File: src/rtl/memory_request_responder_pkg.sv
// Shared types for the memory request responder: word type, RAM status and
// responder FSM states.
package memory_request_responder_pkg;

    localparam int unsigned WORD_W = 32;
    localparam int unsigned CNT_W  = 8;

    typedef logic [WORD_W-1:0] word_t;

    typedef enum logic [1:0] {
        FREE   = 2'd0,
        BUSY   = 2'd1,
        ACCESS = 2'd2,
        ERROR  = 2'd3
    } ramstate_t;

    typedef enum logic [2:0] {
        IDLE   = 3'd0,
        IFETCH = 3'd1,
        DRD    = 3'd2,
        DWR    = 3'd3,
        RESP   = 3'd4
    } resp_state_t;

endpackage

File: src/rtl/memory_request_responder_counter.sv
// Saturating wait counter for one RAM access; expired_c flags the last
// permitted cycle (count == WAIT_LIMIT-1).
module access_timeout_counter
    import memory_request_responder_pkg::*;
#(
    parameter int unsigned WAIT_LIMIT = 64
) (
    input  logic CLK,
    input  logic RST,
    input  logic clr,
    input  logic en,
    output logic expired_c
);

    localparam logic [CNT_W-1:0] LAST = CNT_W'(WAIT_LIMIT - 1);

    logic [CNT_W-1:0] count;

    always_ff @(posedge CLK) begin
        if (RST || clr) begin
            count <= '0;
        end else if (en && (count != LAST)) begin
            count <= count + CNT_W'(1);
        end
    end

    assign expired_c = (count == LAST);

endmodule

File: src/rtl/memory_request_responder.sv
// Arbitrates instruction fetch and data requests onto one RAM port, returns
// one-cycle hits with load data, and tracks sticky halt and error flags.
module memory_request_responder
    import memory_request_responder_pkg::*;
#(
    parameter int unsigned WAIT_LIMIT = 64,
    parameter word_t       ERR_WORD   = 32'hBAD1BAD1
) (
    input  logic        CLK,
    input  logic        RST,
    input  logic        iREN,
    input  logic [31:0] iaddr,
    input  logic        dREN,
    input  logic        dWEN,
    input  logic [31:0] daddr,
    input  logic [31:0] dstore,
    input  logic        halt,
    output logic        ihit,
    output logic [31:0] iload,
    output logic        dhit,
    output logic [31:0] dload,
    output logic        halted,
    output logic        memerr,
    output logic        ramREN,
    output logic        ramWEN,
    output logic [31:0] ramaddr,
    output logic [31:0] ramstore,
    input  logic [31:0] ramload,
    input  logic [1:0]  ramstate
);

    resp_state_t state, state_nxt;
    ramstate_t   ram_st;
    logic        in_access, done, fail, expired_c;
    logic        halt_pend, halt_pend_nxt, halted_nxt, memerr_nxt;
    logic        ram_ren_nxt, ram_wen_nxt, ihit_nxt, dhit_nxt;
    word_t       iload_nxt, dload_nxt, addr_nxt, store_nxt;

    assign ram_st    = ramstate_t'(ramstate);
    assign in_access = (state == IFETCH) || (state == DRD) || (state == DWR);
    assign done      = in_access && (state_nxt == RESP);
    assign fail      = (ram_st != ACCESS);

    access_timeout_counter #(.WAIT_LIMIT(WAIT_LIMIT)) u_timeout (
        .CLK       (CLK),
        .RST       (RST),
        .clr       (~in_access),
        .en        (in_access),
        .expired_c (expired_c)
    );

    always_ff @(posedge CLK) begin
        if (RST) begin
            state <= IDLE;
        end else begin
            state <= state_nxt;
        end
    end

    // Halt (live, pending or sticky) blocks grants; data outranks fetch.
    always_comb begin
        state_nxt = state;
        case (state)
            IDLE: begin
                if (!(halted || halt || halt_pend)) begin
                    if (dWEN)      state_nxt = DWR;
                    else if (dREN) state_nxt = DRD;
                    else if (iREN) state_nxt = IFETCH;
                end
            end
            IFETCH, DRD, DWR: begin
                if ((ram_st == ACCESS) || (ram_st == ERROR) || expired_c) begin
                    state_nxt = RESP;
                end
            end
            RESP:    state_nxt = IDLE;
            default: state_nxt = IDLE;
        endcase
    end

    // Next values of the registered outputs, decoded from the upcoming state.
    always_comb begin
        ihit_nxt      = 1'b0;
        dhit_nxt      = 1'b0;
        iload_nxt     = iload;
        dload_nxt     = dload;
        addr_nxt      = ramaddr;
        store_nxt     = ramstore;
        halted_nxt    = halted;
        halt_pend_nxt = halt_pend;
        memerr_nxt    = memerr;
        ram_ren_nxt   = (state_nxt == IFETCH) || (state_nxt == DRD);
        ram_wen_nxt   = (state_nxt == DWR);
        if (state == IDLE) begin
            if (halted || halt || halt_pend) halted_nxt = 1'b1;
            if (state_nxt == IFETCH) addr_nxt = iaddr;
            if ((state_nxt == DRD) || (state_nxt == DWR)) begin
                addr_nxt  = daddr;
                store_nxt = dstore;
            end
            if ((state_nxt == DWR) && dREN) memerr_nxt = 1'b1;
        end else if (halt) begin
            halt_pend_nxt = 1'b1;
        end
        if (done) begin
            ihit_nxt = (state == IFETCH);
            dhit_nxt = (state != IFETCH);
            if (fail) memerr_nxt = 1'b1;
            if (state == IFETCH) begin
                iload_nxt = fail ? ERR_WORD : ramload;
            end else if ((state == DRD) || fail) begin
                dload_nxt = fail ? ERR_WORD : ramload;
            end
        end
    end

    always_ff @(posedge CLK) begin
        if (RST) begin
            ihit      <= 1'b0;
            dhit      <= 1'b0;
            iload     <= '0;
            dload     <= '0;
            halted    <= 1'b0;
            halt_pend <= 1'b0;
            memerr    <= 1'b0;
            ramREN    <= 1'b0;
            ramWEN    <= 1'b0;
            ramaddr   <= '0;
            ramstore  <= '0;
        end else begin
            ihit      <= ihit_nxt;
            dhit      <= dhit_nxt;
            iload     <= iload_nxt;
            dload     <= dload_nxt;
            halted    <= halted_nxt;
            halt_pend <= halt_pend_nxt;
            memerr    <= memerr_nxt;
            ramREN    <= ram_ren_nxt;
            ramWEN    <= ram_wen_nxt;
            ramaddr   <= addr_nxt;
            ramstore  <= store_nxt;
        end
    end

endmodule

File: config.mk
export PLATFORM = sky130hd
export DESIGN_NAME = memory_request_responder
export DESIGN_NICKNAME = d
export VERILOG_FILES = /design/src/rtl/memory_request_responder_pkg.sv /design/src/rtl/memory_request_responder_counter.sv /design/src/rtl/memory_request_responder.sv
export SDC_FILE = /design/constraint.sdc
export NUM_CORES = 1
export LEC_CHECK = 0
export ABC_AREA = 1
export CORE_UTILIZATION = 46
export DETAILED_ROUTE_END_ITERATION = 10
export PLACE_DENSITY = 0.85
export SETUP_SLACK_MARGIN = 0.2
export SLEW_MARGIN = 30
export SYNTH_ARGS = -nofsm -noshare
export SYNTH_HDL_FRONTEND = slang
export SYNTH_SLANG_ARGS = --single-unit
File: constraint.sdc
create_clock -name CLK -period 2.93 [get_ports CLK]
set_input_delay 0.586 -clock CLK [delete_from_list [all_inputs] [get_ports CLK]]
set_output_delay 0.586 -clock CLK [all_outputs]
set_load 0.01 [all_outputs]
; ---- Word-level counts from Yosys, hierarchy flattened
; Index checks and enable logic that the tools add are counted.
[totals]
register_bits = 146
word_cells = 67
input_bits = 136
[classes]
n_reduce_logical = 23
eq_ne = 13
n_bitwise = 4
muxes = 13
n_addsub = 1
[ops]
columns = cell, n
row1 = $mux 32, 3
row2 = $mux 3, 5
row3 = $eq 3x2->1 const B, 4
row4 = $logic_or 1x1->1, 10
row5 = $reduce_and 2->1, 5
row6 = $add 8x1->8 const B, 1
row7 = $eq 8x6->1 const B, 1
row8 = $ne 8x6->1 const B, 1
row9 = $eq 3x1->1 const B, 2
row10 = $pmux 3 s2, 1
row11 = $eq 2x2->1 const B, 2
row12 = $mux 1, 4
row13 = $not 1->1, 4
row14 = $eq 3x3->1 const B, 1
row15 = $logic_and 1x1->1, 3
row16 = $logic_not 3->1, 1
row17 = $ne 3x1->1 const B, 1
row18 = $reduce_and 3->1, 1
row19 = $reduce_or 3->1, 1
row20 = $ne 2x2->1 const B, 1
row21 = $reduce_bool 2->1, 1
row22 = $reduce_or 2->1, 1

; ---- Depth between registers and ports, before layout
[depth]
word_depth = 11
ltp_mapped = 11
mapped_depth_nobuf = 9

; ---- Hierarchy
; From an unflattened synthesis, not the netlist that was laid out.
[hier_totals]
cells_unflattened = 947
area_unflattened_um2 = 6512.5
[modules_own_cells]
columns = mod, n_inst, cells_each, seq_area_each_um2, area_each_um2
row1 = memory_request_responder, 1, 875, 2762.6, 6040.8
row2 = access_timeout_counter, 1, 72, 160.2, 471.7

; ---- Least setup slack after synthesis
; Ideal clock, no wire load.
[synth_path]
path_type = input to register
start = input halt
end = register ramstore[10]
required_ns = 2.814
setup_slack_ns = 1.292
arrival_time_ns = 1.522
n_path_buf = 2
stages = 8
path_cell_list = nor2_1 nand2_1 nor2_4 nand2_2 buf_2 buf_2 o21ai_0 nor2_1
[synth_between]
elab_chain_cells = 7
word_cells_on_any_way = 8
[synth_lines]
columns = item, line_no
row1 = "start, declared", memory_request_responder.sv:17  ; input logic halt,
row2 = $logic_or 1x1->1 * (2 in series), memory_request_responder.sv:65  ; if (!(halted || halt || halt_pend)) begin
row3 = $mux 3 *, memory_request_responder.sv:65
row4 = $pmux 3 s2 *, memory_request_responder.sv:63  ; case (state)
row5 = $eq 3x2->1, memory_request_responder.sv:97  ; if ((state_nxt == DRD) || (state_nxt == DWR)) begin
row6 = $logic_or 1x1->1 *, memory_request_responder.sv:97
row7 = $reduce_and 2->1 (no source line) *, -
row8 = "end signal, assigned", memory_request_responder.sv:141  ; ramstore <= store_nxt;
row9 = "end, declared", memory_request_responder.sv:27  ; output logic [31:0] ramstore,
; Mark *: on every way between the ends. The rest lies on a longest branch, timed or not.
; A chain may end at the register's enable or synchronous reset.

; ---- Final worst setup path
[layout_path]
start = register u_timeout.count[0]
end = register dload[12]
[layout_between]
elab_chain_cells = 7
[layout_lines]
columns = item, line_no
row1 = "start, declared", memory_request_responder_counter.sv:17  ; logic [CNT_W-1:0] count;
row2 = "start signal, assigned", memory_request_responder_counter.sv:23  ; count <= count + CNT_W'(1);
row3 = $eq 8x6->1, memory_request_responder_counter.sv:27  ; assign expired_c = (count == LAST);
row4 = $logic_or 1x1->1, memory_request_responder.sv:72  ; if ((ram_st == ACCESS) || (ram_st == ERROR) || expired_c) begin
row5 = $mux 3, memory_request_responder.sv:72
row6 = $pmux 3 s2, memory_request_responder.sv:63
row7 = $eq 3x3->1, memory_request_responder.sv:41  ; assign done = in_access && (state_nxt == RESP);
row8 = $logic_and 1x1->1, memory_request_responder.sv:41
row9 = $reduce_and 3->1 (no source line), -
row10 = "end signal, assigned", memory_request_responder.sv:134  ; dload <= dload_nxt;
row11 = "end, declared", memory_request_responder.sv:21  ; output logic [31:0] dload,
; Every way passes these cells.

==> flow_summary.yaml <==
synth:
  yosysWarnings: 0
  synth_area_per_cell_um2: 6.731
  syn_area_um2: 6449
  ys_top_cells_by_count: "nor2_1, nand2_1, dfxtp_1"
  seq_area_frac_synth_pct: 45.32
  synth_seq_cells: 146
  yosysTopAreaCellShare_pct: 45.32
  synth_edf_count: 0
  syn-num-nets: 1095
  synth_cells: 958
  yosysMostFrequentCell: "nor2_1"
  ys.flop_type: "dfxtp_1"
  synthArstFlopShare_pct: 0
  synth_area_leaders: "dfxtp_1, nor2_1, nand2_1"
  synth.distinct_cells: 29
  yosysTopAreaCell: "dfxtp_1"
cts:
  clock_latency_ns: 0.42
  cts_setup_buffers: 0
  cts_resized: 0
  clock_sinks: 146
  cts_tree: "yes"
  numCtsBuffers: 17
  cts_hold_buf: 0
  clkTransAtPathRegs_ns: 0.06
  clock_path_buffers: 2
  h-tree-depth: 4
  root_buffer: "clkbuf_16"
drt:
  routedWlPerCell_um: 13.97
  via_per_inst: 4.934
  drc: 0
  via_count: 6854
  routed_wl_um: 19400
  first_pass_iters: 4
  detail-route-antenna-nets: 0
  drt_iter0_markers: 392
worst_setup_path:
  r2r_end: "dload[12]"
  critPathTopFamily: "simple AND/OR/NAND/NOR gates"
  reg2regPathDepth: 8
  startpoint_type: "flop"
  path_class: "flop to flop"
  end_kind: "flop"
  cpPeakStageDelay_ns: 0.54
  critPathBufInv: 1
  crit_required_ns: 3.23
  arrival_ns: 2.74
  crit_path_top_delay_cell: "nand3_4"
  rr_startpoint: "u_timeout.count[0]"
  crit_path_max_fanout: 55
  worstPathCellList: "ha_1, inv_1, nor2_2, nand2_1, nand2_2, nand3_4, nor3_1, nor2_1"
  r2r_setup_slack_ns: 0.49
grt:
  grt_pass1_vias: 6610
  grt_max_degree: 85
  antenna_found_initial: 0
  grt_usage_pct: 27.34
  grt-ovfl-total: 0
  grt_pass1_wl_um: 31160
pwr:
  power.switching_mw: 1.730
  p_per_area_nw_per_um2: 643.1
  clkPwrFrac_pct: 40.6
  ir_drop_mv: 0.4800
  totalPowerFinal_mw: 6.391
  comb_power_share_pct: 23.3
  p_leak_nw: 4.306
  p_int_mw: 4.662
  swShare_pct: 27.06
  pwr-share-seq_pct: 36.0
placed_design:
  gp_congestion: 0.7973
  place_ws_ns: 0.3527
  hpwl_um: 13480
  portBuffers: 269
die:
  rows: 42
  ios: 270
  start_util_pct: 47.94
  coreArea_um2: 13450
  die_area_um2: 14500
  die_x_um: 120.4
  die_h_um: 120.4
worst_hold_path:
  hp-class: "flop to flop"
  holdPathEnd: "iload[24]"
  hold_depth: 2
  min_from: "iload[24]"
layout:
  antenna_cells: 0
  fin_util_pct: 73.87
  syn_to_final_growth_pct: 54.11
  num-nets-final: 1337
  final_layout_size_suffix_gt1_share_pct: 5.194
sta:
  skew_ns: 0.004750
  rsz0062_at_grt: "false"
  slew_viol_final: 0
  layout_setup_ws_ns: 0.4906
  worstMarginPinSlew_ns: 0.6648
  slew_headroom_pct: 55.68
  whs_ns: 0.4449
  min_period_over_period_pct: 83.26
  final-setup-viol-count: 0
  hold_viol_final: 0
  fin_crit_ns: 2.439
  fmax_mhz: 409.9
  timing.setup.tns_ns: 0
flow_run:
  drv_cap: 0
outcome:
  outcome: "finished clean"
final cells by class:
class	instances	area, µm²
Multi-Input combinational cell	624	2763
Clock buffer	18	439.2
Tap cell	176	220.2
Fill cell	1022	3515
Inverter	127	478.0
Clock inverter	14	272.8
Sequential cell	146	2923
Timing Repair Buffer	284	2843
power groups by stage:
stage / clock network, mW / registers [mW] / logic, mW
floorplan: 0 / 2.43 / 0.652
global route: 2.72 / 2.33 / 1.65
global placement: 0 / 2.34 / 1.46
CTS: 2.63 / 2.30 / 1.50
detailed placement: 0 / 2.34 / 1.48
finish: 2.60 / 2.30 / 1.49
layer usage:
layer	vias to the layer above	track usage, %	routed length (µm)
li1	3470	-	-
met1	3082	29.58	7527
met2	256	46.88	9404
met3	46	10.99	1799
met4	0	12.04	670
met5	-	0	0
tightest hold or removal path: cells and delay by family, from the launching register on:
kind	cells	cell delay, ns
flip-flops	1	0.31
AO/OA/AOI/OAI	1	0.05
buffers and inverters	1	0.05
state kept, by name (all words and copies together) (netlist names):
signal	flops
state	3
halt_pend	1
ramstore	32
ramaddr	32
memerr	1
u_timeout.count	8
iload	32
ramREN	1
dhit	1
dload	32
ihit	1
ramWEN	1
halted	1
how the worst max path moves through the flow:
stage / startpoint / endpoint / slack, ns / cells after the start
after floorplan: halt / ramstore[10] / 1.29 / 8
after global placement: ramstate[1] / dload[16] / 0.46 / 6
after detailed placement: ramstate[1] / dload[16] / 0.35 / 6
after CTS: u_timeout.count[0] / dload[6] / 0.51 / 8
after global routing: u_timeout.count[0] / dload[12] / 0.27 / 8
final: u_timeout.count[0] / dload[12] / 0.49 / 8
placed cells by master (no fill, tap or decap), types with 3 or more instances in the layout:
cell / instances
clkdlybuf4s50_1: 269
buf_12: 3
nand2_2: 3
o21ai_0: 64
dfxtp_1: 146
nand4_1: 21
nor3_1: 38
nor2_1: 191
nand3_1: 37
o21ai_1: 8
inv_1: 122
nand3_2: 3
inv_6: 3
nand2_1: 186
a21oi_1: 61
buf_4: 12
clkbuf_16: 17
bufinv_16: 7
per-stage QoR:
| stage | std cells | instance area [µm²] |
|---|---|---|
| 2_1_floorplan | 958 | 6449 |
| 3_3_place_gp | 1357 | 9226 |
| 3_5_place_dp | 1357 | 9226 |
| 4_1_cts | 1389 | 9938 |
| 5_1_grt | 1389 | 9938 |
| 6_report | 1389 | 9938 |
cells by family (layout without fill, tap and decap cells):
logic type	count (synthesis)	count (layout)	share of synthesized area, %
and+or+nand+nor	486	486	31.49
buffers and inverters	188	443	11.91
DFF	146	146	45.32
AOI/OAI and AO/OA	136	136	10.94
adders and majority gates	1	1	0.1940
xor gates and xnor gates	1	1	0.1358
Note: power is estimated with default switching activity, not from simulation.
==> variant (same settings) <==
Set the package constant `CNT_W` to 12 (it was 8).
--- a/src/rtl/memory_request_responder_pkg.sv
+++ b/src/rtl/memory_request_responder_pkg.sv
@@ -4,5 +4,5 @@
 
     localparam int unsigned WORD_W = 32;
-    localparam int unsigned CNT_W  = 8;
+    localparam int unsigned CNT_W  = 12;
 
     typedef logic [WORD_W-1:0] word_t;
Formal check against the unedited RTL: same outputs for any inputs over 4 cycles, from zero or initial values and one cycle with RST high; that may be too few to reach the edited logic, so the function may still have changed.
==> variant against the unedited design <==
  * Cell count up 0.65%
  * Sequential power up 3%
  * Worst hold slack worse by 0.0068 ns
  * Setup slack better by 0.10 ns
  * Sequential cell count up 4
  * Synthesized area up 4.3%
  * Combinational power up 5%
  * Critical endpoint is now iload[14]
  * Critical path type unchanged
  * Wire length up 5.3%
  * Power down 2.5%
  * Clock skew up 0.0041 ns
  * Cell area up 1.6%
==> variant: results <==
set metrics [dict create \
    outcome "finished clean" \
    synth_fa_ha_area_share_pct 0.186 \
    synth_cells 963 \
    irDropWorstVdd_v 0.000405 \
    slew_headroom_pct 53.0 \
    nFlopsAndLatches 150 \
    regArea_sq_um 3000 \
    crit_arrival_ns 2.64 \
    hold_start "dload[30]" \
    yosysMostFrequentCell "nand2_1" \
    nMultiInputCombCells 599 \
    drtIter0Drc 608 \
    place.gp.congestion 0.864 \
    min_to "dload[30]" \
    clkCellAreaFrac_pct 6.18 \
    synthXorXnorAreaFrac_pct 0.130 \
    syn_nets 1100 \
    r2r-end "iload[14]" \
    fin_skew_ns 0.00887 \
    ys_top_cells_by_area "dfxtp_1 (45%), nand2_1 (10%), inv_1 (8.1%)" \
    worst_path_max_delay_cell "dfxtp_1" \
    cp_max_fo 18 \
    via_per_inst 5.14 \
    multiInputGateArea_sq_um 2800 \
    hpwl_mm 14.3 \
    ys_seq_area_share_pct 44.6 \
    pre_cts_slack_ns 0.419 \
    drive_above_1_share_pct 5.83 \
    inverters 149 \
    grtUsageTotal_pct 27.4 \
    dp.cells 1367 \
    slowest_delay_ns 0.41 \
    dr.pass1.iters 5 \
    worst-r2r-setup-slack_ns 0.59 \
    buffer_area_share_pct 28.5 \
    routed_wl_mm 20.4 \
    grt_pass1_vias 6688 \
    reg2reg_from "u_timeout.count[0]" \
    grt_max_degree 66 \
    synthDistinctLibCells 27 \
    synth_common_cells "nand2_1 (180), dfxtp_1 (150), inv_1 (145)" \
    antenna_found_initial 1 \
    nonClockBufferCount 289 \
]
==> variant: cell types whose count changed in the layout (fill, tap and decap cells not counted), moves of 4 or more <==
cell	unedited run	this run
nor2_1	191	112
nand4_1	21	61
nand3_1	37	74
nor3_1	38	4
o21ai_0	64	41
inv_1	122	144
o21ai_1	8	28
a21oi_1	61	76
nand2_1	186	180
buf_4	12	17
dfxtp_1	146	150
==> variant: layer usage <==
metal,share of wire (%),track usage [%],vias to the layer above
met1,40,31.8,3272
met2,48,45.6,322
met3,9.5,9.69,40
met5,0,0,-
li1,-,-,3554
met4,2.7,12.0,0
==> variant: worst reg2reg max path, cell delays in order, from the launching register on <==
cell,delay [ns]
dfxtp_1,0.41
ha_1,0.25
nand3_1,0.09
nor2_1,0.16
nand2_2,0.14
nand2_4,0.21
nand3_2,0.39
buf_4,0.33
a21oi_1,0.17
nor2_1,0.07
==> variant: worst max path at each step <==
stage	start	end	slack [ns]	cells after the start
after global placement	ramstate[1]	iload[8]	0.40	6
final	u_timeout.count[0]	iload[14]	0.59	9
after detailed placement	ramstate[1]	iload[14]	0.42	8
after floorplan	RST	ramaddr[29]	1.28	8
after CTS	u_timeout.count[0]	iload[14]	0.64	9
after global routing	u_timeout.count[0]	iload[14]	0.42	9
==> variant: where the power goes <==
| part | leakage, nW | total, mW | internal (mW) | switching, mW |
|---|---|---|---|---|
| clock | 0.303 | 2.31 | 1.49 | 0.820 |
| sequential | 1.22 | 2.36 | 2.25 | 0.111 |
| combinational | 2.78 | 1.56 | 0.744 | 0.817 |
| total | 4.31 | 6.23 | 4.48 | 1.75 |
==> variant: stage by stage <==
stage               hold slack, ns  area [sq um]
finish                       0.438         10100
floorplan                    0.445          6730
global placement             0.427          9470
detailed placement           0.431          9470
global route                 0.452         10100
CTS                          0.440         10100
